==> src/rtl/vga_seq_pkg.sv <==
// Shared types and constants for the VGA mode sequencer.
// State encoding, blanking levels and RGB pack/unpack helpers.
package vga_seq_pkg;

  typedef enum logic [2:0] {
    S_IDLE,
    S_PREP_A,
    S_RUN_A,
    S_GUARD,
    S_PREP_B,
    S_RUN_B,
    S_FINISH
  } state_t;

  typedef struct packed {
    logic [7:0] r;
    logic [7:0] g;
    logic [7:0] b;
  } rgb_t;

  localparam logic        SYNC_IDLE = 1'b1;
  localparam logic [23:0] RGB_BLANK = 24'h0;

  function automatic logic [23:0] pack_rgb(
    input logic [7:0] r,
    input logic [7:0] g,
    input logic [7:0] b
  );
    return {r, g, b};
  endfunction

  function automatic rgb_t unpack_rgb(input logic [23:0] v);
    return rgb_t'(v);
  endfunction

endpackage

==> src/rtl/vga_clk_enable.sv <==
// Pixel clock enable: one-cycle en every DIV cycles while run is high.
// Ports: clk, rst (sync, active-high), clr (zero divider), run, en.
module vga_clk_enable #(
  parameter int DIV = 1
) (
  input  logic clk,
  input  logic rst,
  input  logic clr,
  input  logic run,
  output logic en
);

  localparam logic [3:0] LAST = 4'(DIV - 1);

  logic [3:0] cnt;

  always_ff @(posedge clk) begin
    if (rst || clr) begin
      cnt <= 4'd0;
    end else if (run) begin
      cnt <= (cnt == LAST) ? 4'd0 : cnt + 4'd1;
    end
  end

  // Fires when the divider reaches its last count, so the first
  // pulse lands DIV cycles into a run.
  assign en = run && (cnt == LAST);

endmodule

==> src/rtl/vga_mode_sequencer.sv <==
// Sequences the 640 (A) and 320 (B) VGA generators onto one output bus.
// Ports: clk, rst, start, a_/b_ generator inputs, a_en/b_en, a_rst/b_rst,
// Hsync/Vsync/R/G/B output bus, sel_b, DONE640, DONE, busy.
module vga_mode_sequencer
  import vga_seq_pkg::*;
#(
  parameter int FRAMES_A     = 1,
  parameter int FRAMES_B     = 1,
  parameter int DIV_A        = 1,
  parameter int DIV_B        = 2,
  parameter int GUARD_CYCLES = 4,
  parameter int LOOP         = 0
) (
  input  logic       clk,
  input  logic       rst,
  input  logic       start,
  input  logic       a_done,
  input  logic       b_done,
  input  logic       a_hsync,
  input  logic       a_vsync,
  input  logic [7:0] a_r,
  input  logic [7:0] a_g,
  input  logic [7:0] a_b,
  input  logic       b_hsync,
  input  logic       b_vsync,
  input  logic [7:0] b_r,
  input  logic [7:0] b_g,
  input  logic [7:0] b_b,
  output logic       a_en,
  output logic       b_en,
  output logic       a_rst,
  output logic       b_rst,
  output logic       Hsync,
  output logic       Vsync,
  output logic [7:0] R,
  output logic [7:0] G,
  output logic [7:0] B,
  output logic       sel_b,
  output logic       DONE640,
  output logic       DONE,
  output logic       busy
);

  localparam logic [7:0] LAST_A = 8'(FRAMES_A - 1);
  localparam logic [7:0] LAST_B = 8'(FRAMES_B - 1);
  localparam logic [7:0] LAST_G = 8'(GUARD_CYCLES - 1);

  state_t      state;
  state_t      state_d;
  logic [7:0]  frame_cnt;
  logic [7:0]  guard_cnt;
  logic        done640_q;
  logic        hs_q;
  logic        vs_q;
  logic [23:0] rgb_q;
  rgb_t        rgb_out;
  logic        prep_a;
  logic        prep_b;
  logic        run_a;
  logic        run_b;

  assign prep_a = (state == S_PREP_A);
  assign prep_b = (state == S_PREP_B);
  assign run_a  = (state == S_RUN_A);
  assign run_b  = (state == S_RUN_B);

  always_ff @(posedge clk) begin
    if (rst) begin
      state <= S_IDLE;
    end else begin
      state <= state_d;
    end
  end

  always_comb begin
    state_d = state;
    a_rst   = 1'b1;
    b_rst   = 1'b1;
    sel_b   = 1'b0;
    busy    = 1'b1;
    DONE    = 1'b0;
    unique case (state)
      S_IDLE: begin
        busy = 1'b0;
        if (start) state_d = S_PREP_A;
      end
      S_PREP_A: state_d = S_RUN_A;
      S_RUN_A: begin
        a_rst = 1'b0;
        if (a_done && frame_cnt == LAST_A) state_d = S_GUARD;
      end
      S_GUARD: begin
        if (guard_cnt == LAST_G) state_d = S_PREP_B;
      end
      S_PREP_B: begin
        sel_b   = 1'b1;
        state_d = S_RUN_B;
      end
      S_RUN_B: begin
        sel_b = 1'b1;
        b_rst = 1'b0;
        if (b_done && frame_cnt == LAST_B) begin
          state_d = (LOOP != 0) ? S_PREP_A : S_FINISH;
        end
      end
      S_FINISH: begin
        busy = 1'b0;
        DONE = 1'b1;
        if (start) state_d = S_PREP_A;
      end
      default: state_d = S_IDLE;
    endcase
  end

  // frame_cnt is shared by both phases; each PREP state zeroes it.
  always_ff @(posedge clk) begin
    if (rst) begin
      frame_cnt <= 8'd0;
      guard_cnt <= 8'd0;
      done640_q <= 1'b0;
      hs_q      <= SYNC_IDLE;
      vs_q      <= SYNC_IDLE;
      rgb_q     <= RGB_BLANK;
    end else begin
      if (prep_a || prep_b) begin
        frame_cnt <= 8'd0;
      end else if ((run_a && a_done) || (run_b && b_done)) begin
        frame_cnt <= frame_cnt + 8'd1;
      end

      guard_cnt <= (state == S_GUARD) ? guard_cnt + 8'd1 : 8'd0;

      if (state_d == S_PREP_A) begin
        done640_q <= 1'b0;
      end else if (run_a && state_d == S_GUARD) begin
        done640_q <= 1'b1;
      end

      if (run_a) begin
        hs_q  <= a_hsync;
        vs_q  <= a_vsync;
        rgb_q <= pack_rgb(a_r, a_g, a_b);
      end else if (run_b) begin
        hs_q  <= b_hsync;
        vs_q  <= b_vsync;
        rgb_q <= pack_rgb(b_r, b_g, b_b);
      end else begin
        hs_q  <= SYNC_IDLE;
        vs_q  <= SYNC_IDLE;
        rgb_q <= RGB_BLANK;
      end
    end
  end

  vga_clk_enable #(.DIV(DIV_A)) u_en_a (
    .clk (clk),
    .rst (rst),
    .clr (prep_a),
    .run (run_a),
    .en  (a_en)
  );

  vga_clk_enable #(.DIV(DIV_B)) u_en_b (
    .clk (clk),
    .rst (rst),
    .clr (prep_b),
    .run (run_b),
    .en  (b_en)
  );

  assign rgb_out = unpack_rgb(rgb_q);
  assign Hsync   = hs_q;
  assign Vsync   = vs_q;
  assign R       = rgb_out.r;
  assign G       = rgb_out.g;
  assign B       = rgb_out.b;
  assign DONE640 = done640_q;

endmodule
==> config.mk <==
export PLATFORM = sky130hd
export DESIGN_NAME = vga_mode_sequencer
export DESIGN_NICKNAME = d
export VERILOG_FILES = /design/src/rtl/vga_seq_pkg.sv /design/src/rtl/vga_clk_enable.sv /design/src/rtl/vga_mode_sequencer.sv
export SDC_FILE = /design/constraint.sdc
export NUM_CORES = 1
export LEC_CHECK = 0
export ABC_CLOCK_PERIOD_IN_PS = 1840
export CORE_MARGIN = 2
export CORE_UTILIZATION = 32
export CTS_CLUSTER_DIAMETER = 80
export DETAILED_ROUTE_END_ITERATION = 10
export GPL_TIMING_DRIVEN = 1
export MAX_ROUTING_LAYER = met4
export PLACE_DENSITY_LB_ADDON = 0.25
export SYNTH_ARGS = -nofsm -noshare
export SYNTH_HDL_FRONTEND = slang
export SYNTH_SLANG_ARGS = --single-unit
==> constraint.sdc <==
create_clock -name clk -period 1.84 [get_ports clk]
set_input_delay 0.368 -clock clk [delete_from_list [all_inputs] [get_ports clk]]
set_output_delay 0.368 -clock clk [all_outputs]
set_load 0.05 [all_outputs]
==> flow_metrics.tcl, run 1 <==
set metrics [dict create \
    async_reset_ff_frac 0 \
    ys_ff_latch 54 \
    crit_arrival_ns 1.44 \
    switchingPower_uw 637 \
    grt_max_degree 21 \
    power.internal_mw 1.70 \
    antenna_found_initial 0 \
    synth.largest_area_cell "dfxtp_1" \
    grt_pass1_wl_mm 8.90 \
    drtIter0Drc 49 \
    n_antenna_cell 0 \
    worst_pin_slew_ns 0.511 \
    end_kind "output pin" \
    cts_made_buffers 5 \
    hold_buffers 0 \
    grt_usage 0.150 \
    avgSynthCellArea_um2 8.94 \
    power_frac_seq 0.521 \
    dieArea_um2 7810 \
    path_cells "clkdlybuf4s50_1" \
    die_w_um 88.4 \
    hold_path_class "reg -> reg" \
    grt_overflow 0 \
    rows 30 \
    min_period_over_period 0.981 \
    hold_viol_final 0 \
    ys_types 45 \
    p_sw_frac 0.273 \
    gp_congestion 0.806 \
    dr_total_vias 2107 \
    drc 0 \
    dp_hpwl_mm 4.45 \
    worstSkewPairLatency_ns 0.30 \
    layout.core_utilization 0.514 \
    clockPowerShare 0.273 \
    cts-htree-levels 2 \
    p_leak_nw 1.41 \
    cts_tree "done" \
    setup_viol 0 \
    worstSetupPathType "reg -> out" \
    coreArea_um2 6830 \
    synth.most_common_cell "dfxtp_1" \
    die_h_um 88.4 \
    slowest_delay_ns 0.81 \
    synth_fp_nets 317 \
    slew_headroom 0.656 \
    synth_top_area_share 0.474 \
    fin_skew_ns 0.00492 \
    layout.nets 419 \
    syn_to_final_growth_pct 54.1 \
    synth_warnings 0 \
    dr.pass1.iters 4 \
    start_kind "register" \
    path_clk_slew_ns 0.09 \
    seq_area_frac_synth 0.474 \
    cts_sinks 54 \
    port_buffers 90 \
    num_io_pins 91 \
    finalCriticalPeriod_ns 1.80 \
    drv_cap 0 \
    yosys-top-cells-count "dfxtp_1 (54), nor2_1 (51), a22oi_1 (25), xor2_1 (12), inv_1 (10)" \
    drive_above_1_share 0.165 \
    cp_data_required_time_ns 1.47 \
    powerDensity_nw_per_um2 665 \
    drt-vias-per-instance 4.65 \
    clockBufferDepth 2 \
    syn_inst 255 \
    maxSlewViolCount 0 \
    start_util 0.334 \
    root_buffer "clkbuf_8" \
    crit_slowest_cell "clkdlybuf4s50_1" \
    max_freq_mhz 554 \
    status "completed" \
    synth_edf_count 0 \
    tns_ns 0 \
    first_global_vias 2004 \
    cp_num_buf_inv 1 \
    vdd_drop_max_mv 0.324 \
    syn_area_um2 2280 \
    ys_top_cells_by_area "dfxtp_1 (47%), nor2_1 (8.4%), a22oi_1 (8.2%)" \
    comb_power_share 0.206 \
    totalWireLength_mm 5.83 \
    crit_fanout 1 \
    ys_dominant_reg_cell "dfxtp_1" \
    critical_path.top_delay_family "buffers and inverters" \
    rsz0062_at_grt "yes" \
    drtAntennaViolNets 0 \
    wl_per_cell_um 12.9 \
]
==> sequential cells by signal (all words and copies together), names as in the netlist <==
register,count
rgb_out,24
frame_cnt,8
guard_cnt,8
u_en_a.cnt,4
u_en_b.cnt,4
state,3
DONE640,1
Hsync,1
Vsync,1
==> worst paths after layout <==
| check | from | to | slack [ns] | depth (start not counted) |
|---|---|---|---|---|
| max | rgb_out[10] | G[2] | 0.04 | 1 |
| min | guard_cnt[0] | guard_cnt[0] | 0.46 | 1 |
| max reg2reg | state[1] | frame_cnt[3] | 0.28 | 7 |
| min reg2reg | guard_cnt[0] | guard_cnt[0] | 0.46 | 1 |
==> power groups by stage <==
stage | clock network (mW) | logic, mW | registers (mW)
after CTS | 0.664 | 0.476 | 1.22
after global routing | 0.718 | 0.511 | 1.22
after global placement | 0 | 0.466 | 1.25
final | 0.636 | 0.481 | 1.22
after floorplan | 0 | 0.168 | 1.31
after detailed placement | 0 | 0.470 | 1.25
==> layout by cell type (no fill, tap or decap), types with 4 or more instances in the layout <==
cell type        instances
inv_1                   10
clkbuf_8                 5
xnor2_1                  5
ha_1                     5
nand2_1                  6
buf_4                   37
o21ai_0                  5
dlymetal6s2s_1           4
buf_12                   5
clkdlybuf4s50_1         64
a22oi_1                 25
dfxtp_1                 51
nand3_1                  6
a21oi_1                  9
xor2_1                  12
nor2_1                  51
and3_1                   5
==> through the flow <==
step / area (µm²) / hold WS [ns] / cells / worst slack (ns) / total power, mW
after detailed placement: 3360 / 0.439 / 442 / 0.134 / 1.72
after floorplan: 2290 / 0.418 / 255 / -0.144 / 1.48
final: 3510 / 0.459 / 453 / 0.0355 / 2.33
after global placement: 3360 / 0.429 / 442 / 0.150 / 1.71
after global routing: 3510 / 0.475 / 453 / -0.0250 / 2.45
after CTS: 3470 / 0.460 / 449 / 0.0145 / 2.36
==> metal layers <==
metal | track usage | up-vias | share of wire
met4 | 0.0496 | 0 | 0.020
met2 | 0.260 | 38 | 0.51
met3 | 0.0280 | 9 | 0.038
met1 | 0.173 | 972 | 0.44
li1 | - | 1088 | -
met5 | - | - | 0
==> worst reg2reg max path: cells and delay by family, from the launching register on <==
family | cells | cell delay (ns)
DFF | 1 | 0.38
buffers and inverters | 3 | 0.43
and+or+nand+nor | 2 | 0.25
AOI/OAI and AO/OA | 1 | 0.22
xor gates and xnor gates | 1 | 0.16
==> repair_timing <==
action	4_1_cts	5_1_grt
endpoints found under the hold margin	0	0
setup endpoints to repair	6	7
resized for setup	5	6
setup buffers	0	4
pin swaps	0	1
==> cell families after synthesis <==
family                   share of synthesized area
AND/OR/NAND/NOR                              0.203
AO/OA/AOI/OAI                                0.176
buffers and inverters                       0.0500
adder cells (fa/ha/maj)                     0.0319
XOR/XNOR                                    0.0653
flip-flops                                   0.474
==> cell type report <==
type,count,area (µm²)
Fill cell,677,3320
Multi-Input combinational cell,176,1110
Sequential cell,54,1090
Timing Repair Buffer,110,1070
Tap cell,96,120
Clock buffer,5,68.8
Inverter,10,37.5
Clock inverter,2,15.0
No activity file was read; power rests on OpenSTA's default activity.
==> inputs of run 2 (changes only) <==
- CTS_CLUSTER_SIZE: default -> 14
==> results of run 2 <==
Same layout as run 1: the final DEF is identical, and so are final timing and power.
==> inputs of run 3 (changes only) <==
- CORE_ASPECT_RATIO: default -> 1.25
- CTS_BUF_LIST: default -> sky130_fd_sc_hd__clkbuf_8
==> run 3 against run 2 <==
Effect of this change:
- critical path depth is the same
- non-clock buffer count decreased by 6
- count of clock-buffer cells in the layout increased by 1
- die area barely moved
- register-to-register slack better by 0.11 ns
- sequential cell count unchanged
- clock power up 8.8%
- critical path type unchanged
- routed wire length shrank 1.2%
- global-route usage down 0.45 points
- worst hold slack worse by 0.0022 ns
- maximum frequency is 0.30% higher
- sequential power barely moved
==> flow_metrics.tcl, run 3 (synthesized netlist as in run 1, its figures left out) <==
set metrics [dict create \
    status "completed" \
    crit_slowest_cell "clkdlybuf4s50_1" \
    slew_headroom 0.656 \
    dr_total_vias 2142 \
    start_util 0.329 \
    max_freq_mhz 556 \
    hold_path_class "reg -> reg" \
    stdcell_area_um2 3510 \
    setup_viol 0 \
    die_h_um 98.3 \
    grt_overflow 0 \
    fin_skew_ns 0.00762 \
    p_total_mw 2.38 \
    crit_fanout 1 \
    final_cell_mix "clkdlybuf4s50_1 (78), dfxtp_1 (51), nor2_1 (51)" \
    drc 0 \
    gp_congestion 0.791 \
    reg2reg_setup_slack_ns 0.39 \
    layout.nets 413 \
    num_io_pins 91 \
    port_buffers 90 \
    hold_buffers 0 \
    power.internal_mw 1.74 \
    first_global_vias 1923 \
    dieArea_um2 7820 \
    root_buffer "clkbuf_8" \
    rows 34 \
    hold_viol_final 0 \
    die_w_um 79.5 \
    finalCriticalPeriod_ns 1.80 \
    cp_num_buf_inv 1 \
    min_period_over_period 0.978 \
    dr.pass1.iters 4 \
    worstSkewPairLatency_ns 0.31 \
    preCtsSetupSlack_ns 0.127 \
    clockBufferDepth 2 \
    n_antenna_cell 0 \
    path_clk_slew_ns 0.09 \
    p_sw_frac 0.271 \
    totalWireLength_mm 5.76 \
    tns_ns 0 \
    critical_path.top_delay_family "buffers and inverters" \
    layout.core_utilization 0.507 \
    vdd_drop_max_mv 0.293 \
    cts_sinks 54 \
    p_leak_nw 1.36 \
    syn_to_final_growth_pct 54.2 \
    wl_per_cell_um 13.0 \
    comb_power_share 0.199 \
    rsz0062_at_grt "yes" \
    path_cells "clkdlybuf4s50_1" \
    crit_arrival_ns 1.43 \
    grt_pass1_wl_mm 8.96 \
    worst_pin_slew_ns 0.515 \
    slowest_delay_ns 0.81 \
    power_frac_seq 0.511 \
    fin_ws_ns 0.0410 \
    drt-vias-per-instance 4.85 \
    maxSlewViolCount 0 \
    antenna_found_initial 0 \
    grt_max_degree 26 \
    start_kind "register" \
    drv_cap 0 \
    drive_above_1_share 0.114 \
    end_kind "output pin" \
    powerDensity_nw_per_um2 678 \
    drtIter0Drc 57 \
    cts_made_buffers 5 \
    clockPowerShare 0.291 \
    largest_reg_flops 24 \
    cp_data_required_time_ns 1.47 \
    worstSetupPathType "reg -> out" \
    switchingPower_uw 646 \
    grt_usage 0.145 \
    mostFrequentLayoutCell "clkdlybuf4s50_1" \
    coreArea_um2 6930 \
    placed_cell_area_um2 3350 \
    dp_hpwl_mm 4.33 \
    drtAntennaViolNets 0 \
    cts-htree-levels 2 \
    cts_tree "done" \
]
run 3: final timing paths:
path / start / endpoint / cells after the start
worst min register to register: guard_cnt[0] / guard_cnt[0] / 1
worst max register to register: state[0] / frame_cnt[3] / 6
worst min-delay path: guard_cnt[0] / guard_cnt[0] / 1
worst max-delay path: rgb_out[16] / R[0] / 1
run 3: area by class of cell:
cell class                 instances  area (µm²)
fill                             677        3420
multi-input combinational        176        1120
sequential                        54        1090
timing repair buffer             104        1060
tap                               90         113
clock buffer                       6        82.6
inverter                          10        37.5
clock inverter                     2        12.5
run 3: metrics by stage:
step                hold slack [ns]  std cells
global placement              0.434        431
CTS                           0.462        439
finish                        0.457        442
global route                  0.478        442
detailed placement            0.444        431
floorplan                     0.418        255
run 3: layer usage:
metal | up-vias | GRT usage | routed length [µm]
li1 | 1078 | - | -
met1 | 980 | 0.176 | 2550
met2 | 78 | 0.234 | 2590
met3 | 6 | 0.0397 | 555
met4 | 0 | 0.0424 | 59
met5 | - | - | 0
run 3: timing repair:
item,4_1_cts,5_1_grt
hold endpoints to repair,0,0
resized for setup,5,8
setup buffers,0,3
pin swaps,0,1
endpoints found under the setup margin,5,8
run 3: power by group through the flow:
stage	sequential, mW	combinational, mW	clock, mW
after floorplan	1.31	0.168	0
after global placement	1.25	0.460	0
after detailed placement	1.25	0.463	0
after CTS	1.22	0.469	0.720
after global routing	1.22	0.505	0.762
final	1.22	0.473	0.692
